==> src/rtl/usr_pkg.sv <==
// ============================================================================
// usr_pkg : shared mode, FSM state and direction constants for the shift register
// Revision: 1.0
// ============================================================================
`default_nettype none

package usr_pkg;
   localparam logic [1:0] MODE_HOLD = 2'b00;
   localparam logic [1:0] MODE_SHL  = 2'b01;
   localparam logic [1:0] MODE_SHR  = 2'b10;
   localparam logic [1:0] MODE_LOAD = 2'b11;

   localparam logic [0:0] ST_IDLE   = 1'b0;
   localparam logic [0:0] ST_BURST  = 1'b1;

   localparam logic DIR_LEFT  = 1'b0;
   localparam logic DIR_RIGHT = 1'b1;
endpackage

`default_nettype wire

==> src/rtl/usr_burst_ctrl.sv <==
// ============================================================================
// usr_burst_ctrl : auto-shift burst sequencer (FSM, shift counter, busy/done)
// Revision: 1.0
// ============================================================================
`default_nettype none

module usr_burst_ctrl
   import usr_pkg::*;
#(
   parameter int CNT_W = 4
) (
   input  logic             clk,
   input  logic             reset,
   input  logic             i_en,
   input  logic             i_start,
   input  logic             i_dir,
   input  logic [CNT_W-1:0] i_burst_len,
   output logic             o_busy,
   output logic             o_done,
   output logic             o_shift_req,
   output logic             o_shift_dir
);

   localparam logic [CNT_W-1:0] c_one = {{(CNT_W-1){1'b0}}, 1'b1};

   logic [0:0]       r_state;
   logic [CNT_W-1:0] r_cnt;
   logic             r_dir;
   logic             r_done;

   always_ff @(posedge clk or posedge reset) begin
      if (reset) begin
         r_state <= ST_IDLE;
         r_cnt   <= '0;
         r_dir   <= DIR_LEFT;
         r_done  <= 1'b0;
      end else begin
         r_done <= 1'b0;
         case (r_state)
            ST_IDLE: begin
               if (i_start) begin
                  if (i_burst_len != '0) begin
                     r_state <= ST_BURST;
                     r_cnt   <= i_burst_len;
                     r_dir   <= i_dir;
                  end else begin
                     r_done  <= 1'b1;
                  end
               end
            end
            ST_BURST: begin
               // en=0 freezes the count; the final shift returns to IDLE
               if (i_en) begin
                  r_cnt <= r_cnt - c_one;
                  if (r_cnt == c_one) begin
                     r_state <= ST_IDLE;
                     r_done  <= 1'b1;
                  end
               end
            end
            default: r_state <= ST_IDLE;
         endcase
      end
   end

   assign o_busy      = (r_state == ST_BURST);
   assign o_done      = r_done;
   assign o_shift_req = (r_state == ST_BURST) && i_en;
   assign o_shift_dir = r_dir;

endmodule

`default_nettype wire

==> src/rtl/universal_shift_register.sv <==
// ============================================================================
// universal_shift_register : hold/SHL/SHR/load register with burst sequencer.
// Optional USR_ROTATE_EN makes shifts circular when rot=1.   Revision: 1.0
// ============================================================================
`default_nettype none

module universal_shift_register
   import usr_pkg::*;
#(
   parameter int WIDTH = 8,
   parameter int CNT_W = 4
) (
   input  logic             clk,
   input  logic             reset,
   input  logic             en,
   input  logic [1:0]       mode,
   input  logic             ser_in,
   input  logic [WIDTH-1:0] par_in,
   input  logic             start,
   input  logic             dir,
   input  logic [CNT_W-1:0] burst_len,
   input  logic             rot,
   output logic [WIDTH-1:0] q,
   output logic             ser_out,
   output logic             busy,
   output logic             done
);

   logic [WIDTH-1:0] r_q;
   logic             r_ser_out;
   logic             w_busy;
   logic             w_shift_req;
   logic             w_shift_dir;
   logic             w_rot;
   logic             w_mode_op;
   logic             w_fill_l;
   logic             w_fill_r;
   logic [WIDTH-1:0] w_shl_q;
   logic [WIDTH-1:0] w_shr_q;

`ifdef USR_ROTATE_EN
   assign w_rot = rot;
`else
   logic w_unused_rot;
   assign w_rot        = 1'b0;
   assign w_unused_rot = rot;
`endif

   usr_burst_ctrl #(
      .CNT_W       (CNT_W)
   ) u_burst_ctrl (
      .clk         (clk),
      .reset       (reset),
      .i_en        (en),
      .i_start     (start),
      .i_dir       (dir),
      .i_burst_len (burst_len),
      .o_busy      (w_busy),
      .o_done      (done),
      .o_shift_req (w_shift_req),
      .o_shift_dir (w_shift_dir)
   );

   // a start strobe in IDLE suppresses the mode op, whatever burst_len is
   assign w_mode_op = !w_busy && !start && en;
   assign w_fill_l  = w_rot ? r_q[WIDTH-1] : ser_in;
   assign w_fill_r  = w_rot ? r_q[0]       : ser_in;
   assign w_shl_q   = {r_q[WIDTH-2:0], w_fill_l};
   assign w_shr_q   = {w_fill_r, r_q[WIDTH-1:1]};

   always_ff @(posedge clk or posedge reset) begin
      if (reset) begin
         r_q       <= '0;
         r_ser_out <= 1'b0;
      end else if (w_shift_req) begin
         if (w_shift_dir == DIR_LEFT) begin
            r_q       <= w_shl_q;
            r_ser_out <= r_q[WIDTH-1];
         end else begin
            r_q       <= w_shr_q;
            r_ser_out <= r_q[0];
         end
      end else if (w_mode_op) begin
         case (mode)
            MODE_SHL: begin
               r_q       <= w_shl_q;
               r_ser_out <= r_q[WIDTH-1];
            end
            MODE_SHR: begin
               r_q       <= w_shr_q;
               r_ser_out <= r_q[0];
            end
            MODE_LOAD: r_q <= par_in;
            default:   r_q <= r_q;
         endcase
      end
   end

   assign q       = r_q;
   assign ser_out = r_ser_out;
   assign busy    = w_busy;

endmodule

`default_nettype wire

==> config.mk <==
export PLATFORM = sky130hd
export DESIGN_NAME = universal_shift_register
export DESIGN_NICKNAME = d
export VERILOG_FILES = /design/src/rtl/usr_pkg.sv /design/src/rtl/usr_burst_ctrl.sv /design/src/rtl/universal_shift_register.sv
export SDC_FILE = /design/constraint.sdc
export NUM_CORES = 1
export LEC_CHECK = 0
export CORE_MARGIN = 2
export CORE_UTILIZATION = 52
export DETAILED_ROUTE_END_ITERATION = 7
export GPL_TIMING_DRIVEN = 0
export MAX_ROUTING_LAYER = met4
export PLACE_DENSITY = 0.84
export SYNTH_ARGS = -nofsm -noshare
export SYNTH_HDL_FRONTEND = slang
export SYNTH_HIERARCHICAL = 1
export SYNTH_SLANG_ARGS = --single-unit
==> constraint.sdc <==
create_clock -name clk -period 3.3 [get_ports clk]
set_input_delay 0.495 -clock clk [delete_from_list [all_inputs] [get_ports clk]]
set_output_delay 0.495 -clock clk [all_outputs]
set_load 0.01 [all_outputs]
* Word-level counts from Yosys, hierarchy flattened *
Cells that the tools add are included.

storage, ports and cells
  word-level logic and storage cells = 50
  bits in registers = 16
  output and inout bits = 11
  input bits = 21

operators by class
  bitwise operators = 1
  muxes and demuxes = 22
  $add $sub $neg = 1
  reductions and logical operators = 13
  equality and inequality tests = 7

operators by type and width
  cell                                                    count
  2-to-1 mux 8 bit                                        3
  one-hot mux 8 bit (3 select lines)                      1
  2-to-1 mux 4 bit                                        3
  2-to-1 mux 1 bit                                        11
  one-hot mux 4 bit (2 select lines)                      1
  nonzero test 4 bit                                      2
  one-hot mux 1 bit (2 select lines)                      3
  AND reduction 3 bit                                     2
  == test 2 bit (second input constant)                   2
  == test 4 x 1 -> 1 bit (second input constant)          1
  inequality test 2 bit (second input constant)           2
  AND reduction 2 bit                                     2
  subtractor 4 x 1 -> 4 bit (second input constant)       1
  logical AND 1 bit                                       3
  nonzero test 3 bit                                      1
  == test 2 x 1 -> 1 bit (second input constant)          1
  zero test 1 bit                                         2
  inequality test 2 x 1 -> 1 bit (second input constant)  1
  nonzero test 2 bit                                      1
  NOT 1 bit                                               1

* Longest topological paths before layout *
Gate-level depths: netlist (run 1).

  depth after elaboration = 5
  mapped depth = 7
  mapped depth without buffers = 6

* Cells and area by module *
Netlist (run 1), hierarchy kept.

modules (own cells, without submodules)
  module                    cells each  area an instance (um2)  times used  sequential area each (um2)
  universal_shift_register  85          807.0                   1           225.2
  usr_burst_ctrl            45          451.7                   1           175.2

* Worst setup path after synthesis (run 1) *
No wires, ideal clock.

  kind = reg2reg
  start = reg u_burst_ctrl.r_state, in the netlist u_burst_ctrl/o_busy
  end = reg r_ser_out, in the netlist ser_out
  buffers on the path = 1
  required time = 3.180 ns
  arrival = 1.493 ns
  stages on the path, launching flop included = 7
  clock period less this slack = 1.613 ns
  library setup time = 0.120 ns
  setup slack = 1.687 ns
  cell sequence = dfrtp_1 -> and2_1 -> buf_6 -> mux2i_1 -> mux2i_1 -> a21oi_1 -> a31o_1

on the way
  elaborated cells on any way between the ends = 8
  classes of those cells = mux: 1; reduce/logical: 7

RTL lines
  element                                                                    RTL line                        source
  from (decl)                                                                usr_burst_ctrl.sv:26            logic [0:0] r_state;
  from (signal assigned)                                                     usr_burst_ctrl.sv:33            r_state <= ST_IDLE;
  from (signal assigned)                                                     usr_burst_ctrl.sv:43            r_state <= ST_BURST;
  from (signal assigned)                                                     usr_burst_ctrl.sv:56            r_state <= ST_IDLE;
  logical AND 1 bit (*)                                                      usr_burst_ctrl.sv:68            assign o_shift_req = (r_state == ST_BURST) && i_en;
  named net w_shift_req                                                      universal_shift_register.sv:32  logic w_shift_req;
  nonzero test 3 bit (no source line) or nonzero test 2 bit (tied branches)  -
  AND reduction 2 bit (no source line)                                       -
  to (signal assigned)                                                       universal_shift_register.sv:78  r_ser_out <= r_q[WIDTH-1];
  to (signal assigned)                                                       universal_shift_register.sv:81  r_ser_out <= r_q[0];
  to (signal assigned)                                                       universal_shift_register.sv:87  r_ser_out <= r_q[WIDTH-1];
  to (decl)                                                                  universal_shift_register.sv:30  logic r_ser_out;

The timed path passes the listed nets; every way through them passes the cells marked *.
A chain may end at the register's enable or synchronous reset.

* Final worst setup path (run 1) *
  start = reg u_burst_ctrl.r_state, in the netlist u_burst_ctrl/o_busy
  end = out busy

RTL lines
  element    RTL line                        source
  to (decl)  universal_shift_register.sv:25  output logic busy,

No word-level cell between the ends.

==> results of run 1 <==
-- logic make-up (layout without fill, tap and decap cells) --
family / Yosys count / count (layout) / share of synthesized area
compound gates: 49 / 49 / 0.259
simple gates: 29 / 29 / 0.170
flops: 16 / 16 / 0.318
buf+inv: 16 / 50 / 0.0746
mux: 12 / 12 / 0.104
fa+ha+maj: 6 / 6 / 0.0596
xor+xnor: 2 / 2 / 0.0139
-- through the flow --
step,util,cell area [um2],power (mW)
6_report,0.723,1630,1.12
5_1_grt,0.723,1630,1.20
4_1_cts,0.723,1630,1.11
3_5_place_dp,0.707,1590,0.982
3_3_place_gp,0.707,1590,0.952
2_1_floorplan,-,1260,0.754
-- worst register-to-register path: stages, from the launching register on --
cell and delay (ns):
dfrtp_1 0.57, and2_1 0.26, buf_6 0.16, mux2i_1 0.22, mux2i_1 0.20, a21oi_1 0.06
a31o_1 0.18
-- worst min-delay path by stage --
stage	endpoint	startpoint	cells past startpoint	slack (ns)
detailed placement	ser_out	ser_out	1	0.50
floorplan	u_burst_ctrl/o_busy	reset	1	0.30
global placement	ser_out	ser_out	1	0.49
CTS	u_burst_ctrl/o_shift_dir	reset	2	0.48
finish	u_burst_ctrl/r_cnt[3]	reset	2	0.48
global route	u_burst_ctrl/r_cnt[3]	reset	2	0.50
-- final cells by class --
cell class / instances / area share
multi-input cells: 98 / 0.469
flip-flops and latches: 16 / 0.246
repair buffers: 30 / 0.184
plain buffers: 6 / 0.0345
inverters: 10 / 0.0230
clock buffers: 4 / 0.0223
well taps: 28 / 0.0215
-- power groups by stage --
stage	clock [mW]	combinational, mW	sequential, mW
6_report	0.127	0.590	0.401
5_1_grt	0.138	0.647	0.413
4_1_cts	0.131	0.586	0.395
3_5_place_dp	0	0.584	0.398
3_3_place_gp	0	0.557	0.395
2_1_floorplan	0	0.361	0.392
-- state kept, by name, summed over array words and instances, names as in the netlist --
| signal | cells |
|---|---|
| q | 8 |
| u_burst_ctrl/r_cnt | 4 |
| ser_out | 1 |
| u_burst_ctrl/o_busy | 1 |
| u_burst_ctrl/o_done | 1 |
| u_burst_ctrl/o_shift_dir | 1 |
-- routing by layer --
metal / global-route usage / up-vias / share of wire
met5: - / - / 0
met4: 0.0427 / 0 / 0.0040
met3: 0.0565 / 2 / 0.046
met2: 0.395 / 32 / 0.49
met1: 0.317 / 563 / 0.46
li1: - / 543 / -
-- placed cells by master (no fill, tap or decap), drive strengths merged --
cell,netlist,layout
a21o,1,1
a21oi,8,8
a22o,9,9
a22oi,6,6
a31o,1,1
and2,1,1
and3b,1,1
buf,6,6
clkbuf,0,4
clkdlybuf4s50,0,30
dfrtp,16,16
ha,6,6
inv,10,10
mux2,6,6
mux2i,6,6
nand2,1,1
nand2b,12,12
nand3,1,1
nor2,4,4
nor2b,3,3
nor3,2,2
nor3b,1,1
nor4,1,1
nor4bb,1,1
o211ai,1,1
o21ai,19,19
o21bai,1,1
o221ai,1,1
o22ai,1,1
o311ai,1,1
or2,1,1
xnor2,2,2
==> impl_results.md, run 1 <==
- Status: complete, no violations
- Vias in the first global route: 1115
- Sw power: 0.445 mW
- Post-synthesis cell type count: 39
- Clock network power share: 0.114
- Crit Path Class: flop to output pin
- R2R cell count: 6
- Ports: 32
- Layout cells sized above 1: 0.104
- Async SR Flop Fraction: 1.00
- Slew Viols, Final: 0
- First-pass GRT wire length: 4.97 mm
- Drt via density: 5.94
- Worst-path cell chain: clkdlybuf4s50_1
- Final worst slack: ~1.3 ns
- Port Buffers: 30
- Net Sw Frac: 0.398
- Post-route ant nets: 0
- Max Clk Rate: 510 MHz
- Starting DRC count in detailed routing: 26
- Placer Congestion: 0.903
- Post-CTS Setup Repair Bufs: 0
- Dpl ws: 1.06 ns
- Synth top area share: 0.318
- Time the worst path needs with I/O delays and setup: between 1.5 and 2 ns
- Post-Syn Area: between 1000 and 1500 um2
- Buf/Inv on CP: 1
- Syn_nets: roughly 160
- Leak Pwr: roughly 0.73 nW
- Seq cells post-synth: 16
- Bufs on Longest Clock Path: 2
- Slew HR: 0.761
- # rows: 17
- Htree depth: 1
- Post-synthesis sequential area ratio: 0.318
- Internal Dissipation: between 0.6 and 0.7 mW
- Setup violators final: 0
- Synth top area cells: dfrtp_1 32%, o21ai_1 6.8%, ha_1 6.0%, a22o_1 5.6%, nand2b_1 5.5%
- Clock tree sinks: 16
- Clk slew on worst S/H paths: 0.09 ns
- Worst hold path type: input pin to async pin
- CP Depth: 1
- Routed len/inst: around 15 um
- Final hold viol count: 0
- Avg Cell Area, Syn: 9.68 um2
- CP delay by family, top: buffers and inverters
- CORE AREA: around 2300 um2
- Die height: 53.2 um
- Worst Setup EP: busy
- Setup tns final: 0 ns
- Residual DRC: 0
- Crit path from: u_burst_ctrl/o_busy
- End of the worst register-to-register path: ser_out
- Yosys warning total: 6
- R2R Setup Slk: 1.55 ns
- Cell taking the most area after synthesis: dfrtp_1
- NumNets Final: roughly 190
- Area growth syn-to-layout: 29.5%
- Largest net degree at the start of global routing: 12
- Comb power frac: 0.528
- Clk_lat worst skew: approximately 0.28 ns
- Tightest Pin Transition: ~0.35 ns
- Worst EP required: approximately 2.8 ns
- Worst Path Max Fanout: 11
- Die width: approximately 53 um
- Detailed-route wire length: 2.97 mm
- Sequential power share: 0.359
- RR Startpoint: u_burst_ctrl/o_busy
- Root Buffer: clkbuf_4
- Hpwl dp: 2.25 mm
- Setup crit start kind: flop
- Mapped Cells: 130
- Power Density: 687 nW/um2
- CP endpoint kind: output pin
- Post-synth EDFFs: 0
- Starting density of the core: 0.558
- Placed insts: 188
- Global Route Usage Sum: 0.245
- Grt total ovfl: 0
- Fin Hold WS: ~0.48 ns
- Final period util: 0.594
- Max cap viols: 0
- Fillcell total: about 180
- Slowest Stage Delay on Critical Path: just over 0.6 ns
- Most frequent cell after synthesis: o21ai_1
- Antenna violations before repair: 0
- Post-CTS resize count: 0
- Cts hold-fix bufs: 0
- Worst vdd ir: between 0.5 and 0.6 mV
- CTS buffer count: 3
- RSZ-0062 raised after global routing: false
- Routed via count: approximately 1.1k
- Register Area: 400 um2
- Slowest cell on the critical path: clkdlybuf4s50_1
- Die area: between 2000 and 3000 um2
- CTS tree: yes
- Drt pass-1 iters: 4
- Footprint of the multi-input gates: between 700 and 800 um2
- ANT cells: 0
- CP arrival: 1.47 ns
- Fin cells: 192
- Final setup skew: between 0.001 and 0.0015 ns
- Top cells by count, synth: 17 x o21ai_1, 16 x dfrtp_1, 11 x nand2b_1, 10 x inv_1, 8 x a22o_1
- Post-synth top flop: dfrtp_1
(Power assumes the default switching activity.)
==> run 2: changes to the inputs <==
Settings changed: CORE_UTILIZATION 52 to 49, PLACE_DENSITY 0.84 to 0.8.
Clock period 3.3 ns to 2 ns, I/O delays scaled along.
==> impl_results.md, run 2 (synthesized netlist as in run 1, its figures left out) <==
- Clock network power share: 0.118
- Routed via count: roughly 1.1k
- Post-CTS resize count: 0
- Starting DRC count in detailed routing: 20
- Placed inst area: between 1500 and 2000 um2
- Residual DRC: 0
- Worst-path cell chain: clkdlybuf4s50_1
- Leak Pwr: about 0.73 nW
- Grt total ovfl: 0
- Tightest Pin Transition: 0.380 ns
- Final setup skew: 0.00228 ns
- Sw power: about 0.7 mW
- Cts hold-fix bufs: 0
- CTS buffer count: 3
- Max Clk Rate: 569 MHz
- Worst vdd ir: roughly 0.95 mV
- Design area: ~1600 um2
- Antenna violations before repair: 0
- Internal Dissipation: 1.11 mW
- Post-route ant nets: 0
- Die height: about 55 um
- Root Buffer: clkbuf_4
- Setup crit start kind: flop
- Bufs on Longest Clock Path: 2
- Starting density of the core: 0.513
- Slowest cell on the critical path: clkdlybuf4s50_1
- R2R cell count: 6
- Clk_lat worst skew: approximately 0.29 ns
- Power Density: between 1000 and 1500 nW/um2
- Setup tns final: 0 ns
- Largest net degree at the start of global routing: 12
- Commonest non-fill, non-tap cell in the layout: clkdlybuf4s50_1
- Layout cells sized above 1: 0.104
- Final worst slack: roughly 0.24 ns
- Sequential power share: 0.359
- # rows: 18
- Die width: ~55 um
- Comb power frac: 0.523
- Buf/Inv on CP: 1
- NumNets Final: approximately 190
- Post-Route Utilization: 0.665
- Fin cells: 194
- Slew HR: 0.743
- Clock tree sinks: 16
- Placer Congestion: 0.848
- CP delay by family, top: buffers and inverters
- Htree depth: 1
- Global Route Usage Sum: 0.230
- Net Sw Frac: 0.390
- Worst EP required: roughly 1.7 ns
- Routed len/inst: ~15 um
- Max cap viols: 0
- First-pass GRT wire length: between 4 and 5 mm
- Most frequent cells in the layout: 30 x clkdlybuf4s50_1, 17 x o21ai_1, 16 x dfrtp_1
- Slowest Stage Delay on Critical Path: just over 0.6 ns
- Final period util: 0.878
- Port Buffers: 30
- Final hold viol count: 0
- Dpl ws: -0.0480 ns
- Vias in the first global route: ~1.0k
- CP arrival: between 1 and 1.5 ns
- ANT cells: 0
- End of the worst register-to-register path: ser_out
- Time the worst path needs with I/O delays and setup: 1.76 ns
- Clk slew on worst S/H paths: around 0.09 ns
- Total Power: 1.82 mW
- Slew Viols, Final: 0
- Fin Hold WS: around 0.27 ns
- Setup violators final: 0
- Crit Path Class: flop to output pin
- RSZ-0062 raised after global routing: false
- Worst Path Max Fanout: 11
- Status: complete, no violations
- CTS tree: yes
- Area growth syn-to-layout: 29.7%
- Placed insts: 190
- Fillcell total: 195
- CP endpoint kind: output pin
- Drt via density: between 5 and 6
- RR Startpoint: u_burst_ctrl/o_busy
- Largest register FFs: 8
- Worst hold path type: input pin to async pin
- R2R Setup Slk: approximately 0.26 ns
- Ports: 32
- Hpwl dp: roughly 2.2 mm
- CORE AREA: roughly 2500 um2
- Drt pass-1 iters: 4
- Die area: ~3000 um2
- Detailed-route wire length: 2.83 mm
- Post-CTS Setup Repair Bufs: 0
run 2: metal layers:
layer | track usage | vias to the layer above | routed length (um)
met3 | 0.0574 | 5 | 119
met4 | 0.0625 | 0 | 27
li1 | - | 540 | -
met2 | 0.367 | 25 | 1350
met1 | 0.289 | 519 | 1330
met5 | - | - | 0
run 2: layout make-up:
class | count | area (um2) | share of cell area
Multi-Input combinational cell | 98 | 764 | 0.468
Sequential cell | 16 | 400 | 0.245
Timing Repair Buffer | 30 | 300 | 0.184
Buffer | 6 | 56.3 | 0.0345
Inverter | 10 | 37.5 | 0.0230
Tap cell | 30 | 37.5 | 0.0230
Clock buffer | 4 | 36.3 | 0.0222
run 2: power groups by stage:
stage               registers, mW  clock network (mW)  logic [mW]
detailed placement          0.661                   0       0.955
CTS                         0.654               0.220       0.957
global placement            0.649                   0       0.921
finish                      0.653               0.215       0.953
global route                0.678               0.241        1.04
floorplan                   0.647                   0       0.596
run 2: how the worst max path moves through the flow:
stage,start,endpoint,cells after the start
detailed placement,en,ser_out,7
global route,u_burst_ctrl/o_busy,ser_out,6
CTS,u_burst_ctrl/o_busy,busy,1
finish,u_burst_ctrl/o_busy,busy,1
floorplan,u_burst_ctrl/o_busy,ser_out,6
global placement,en,ser_out,7
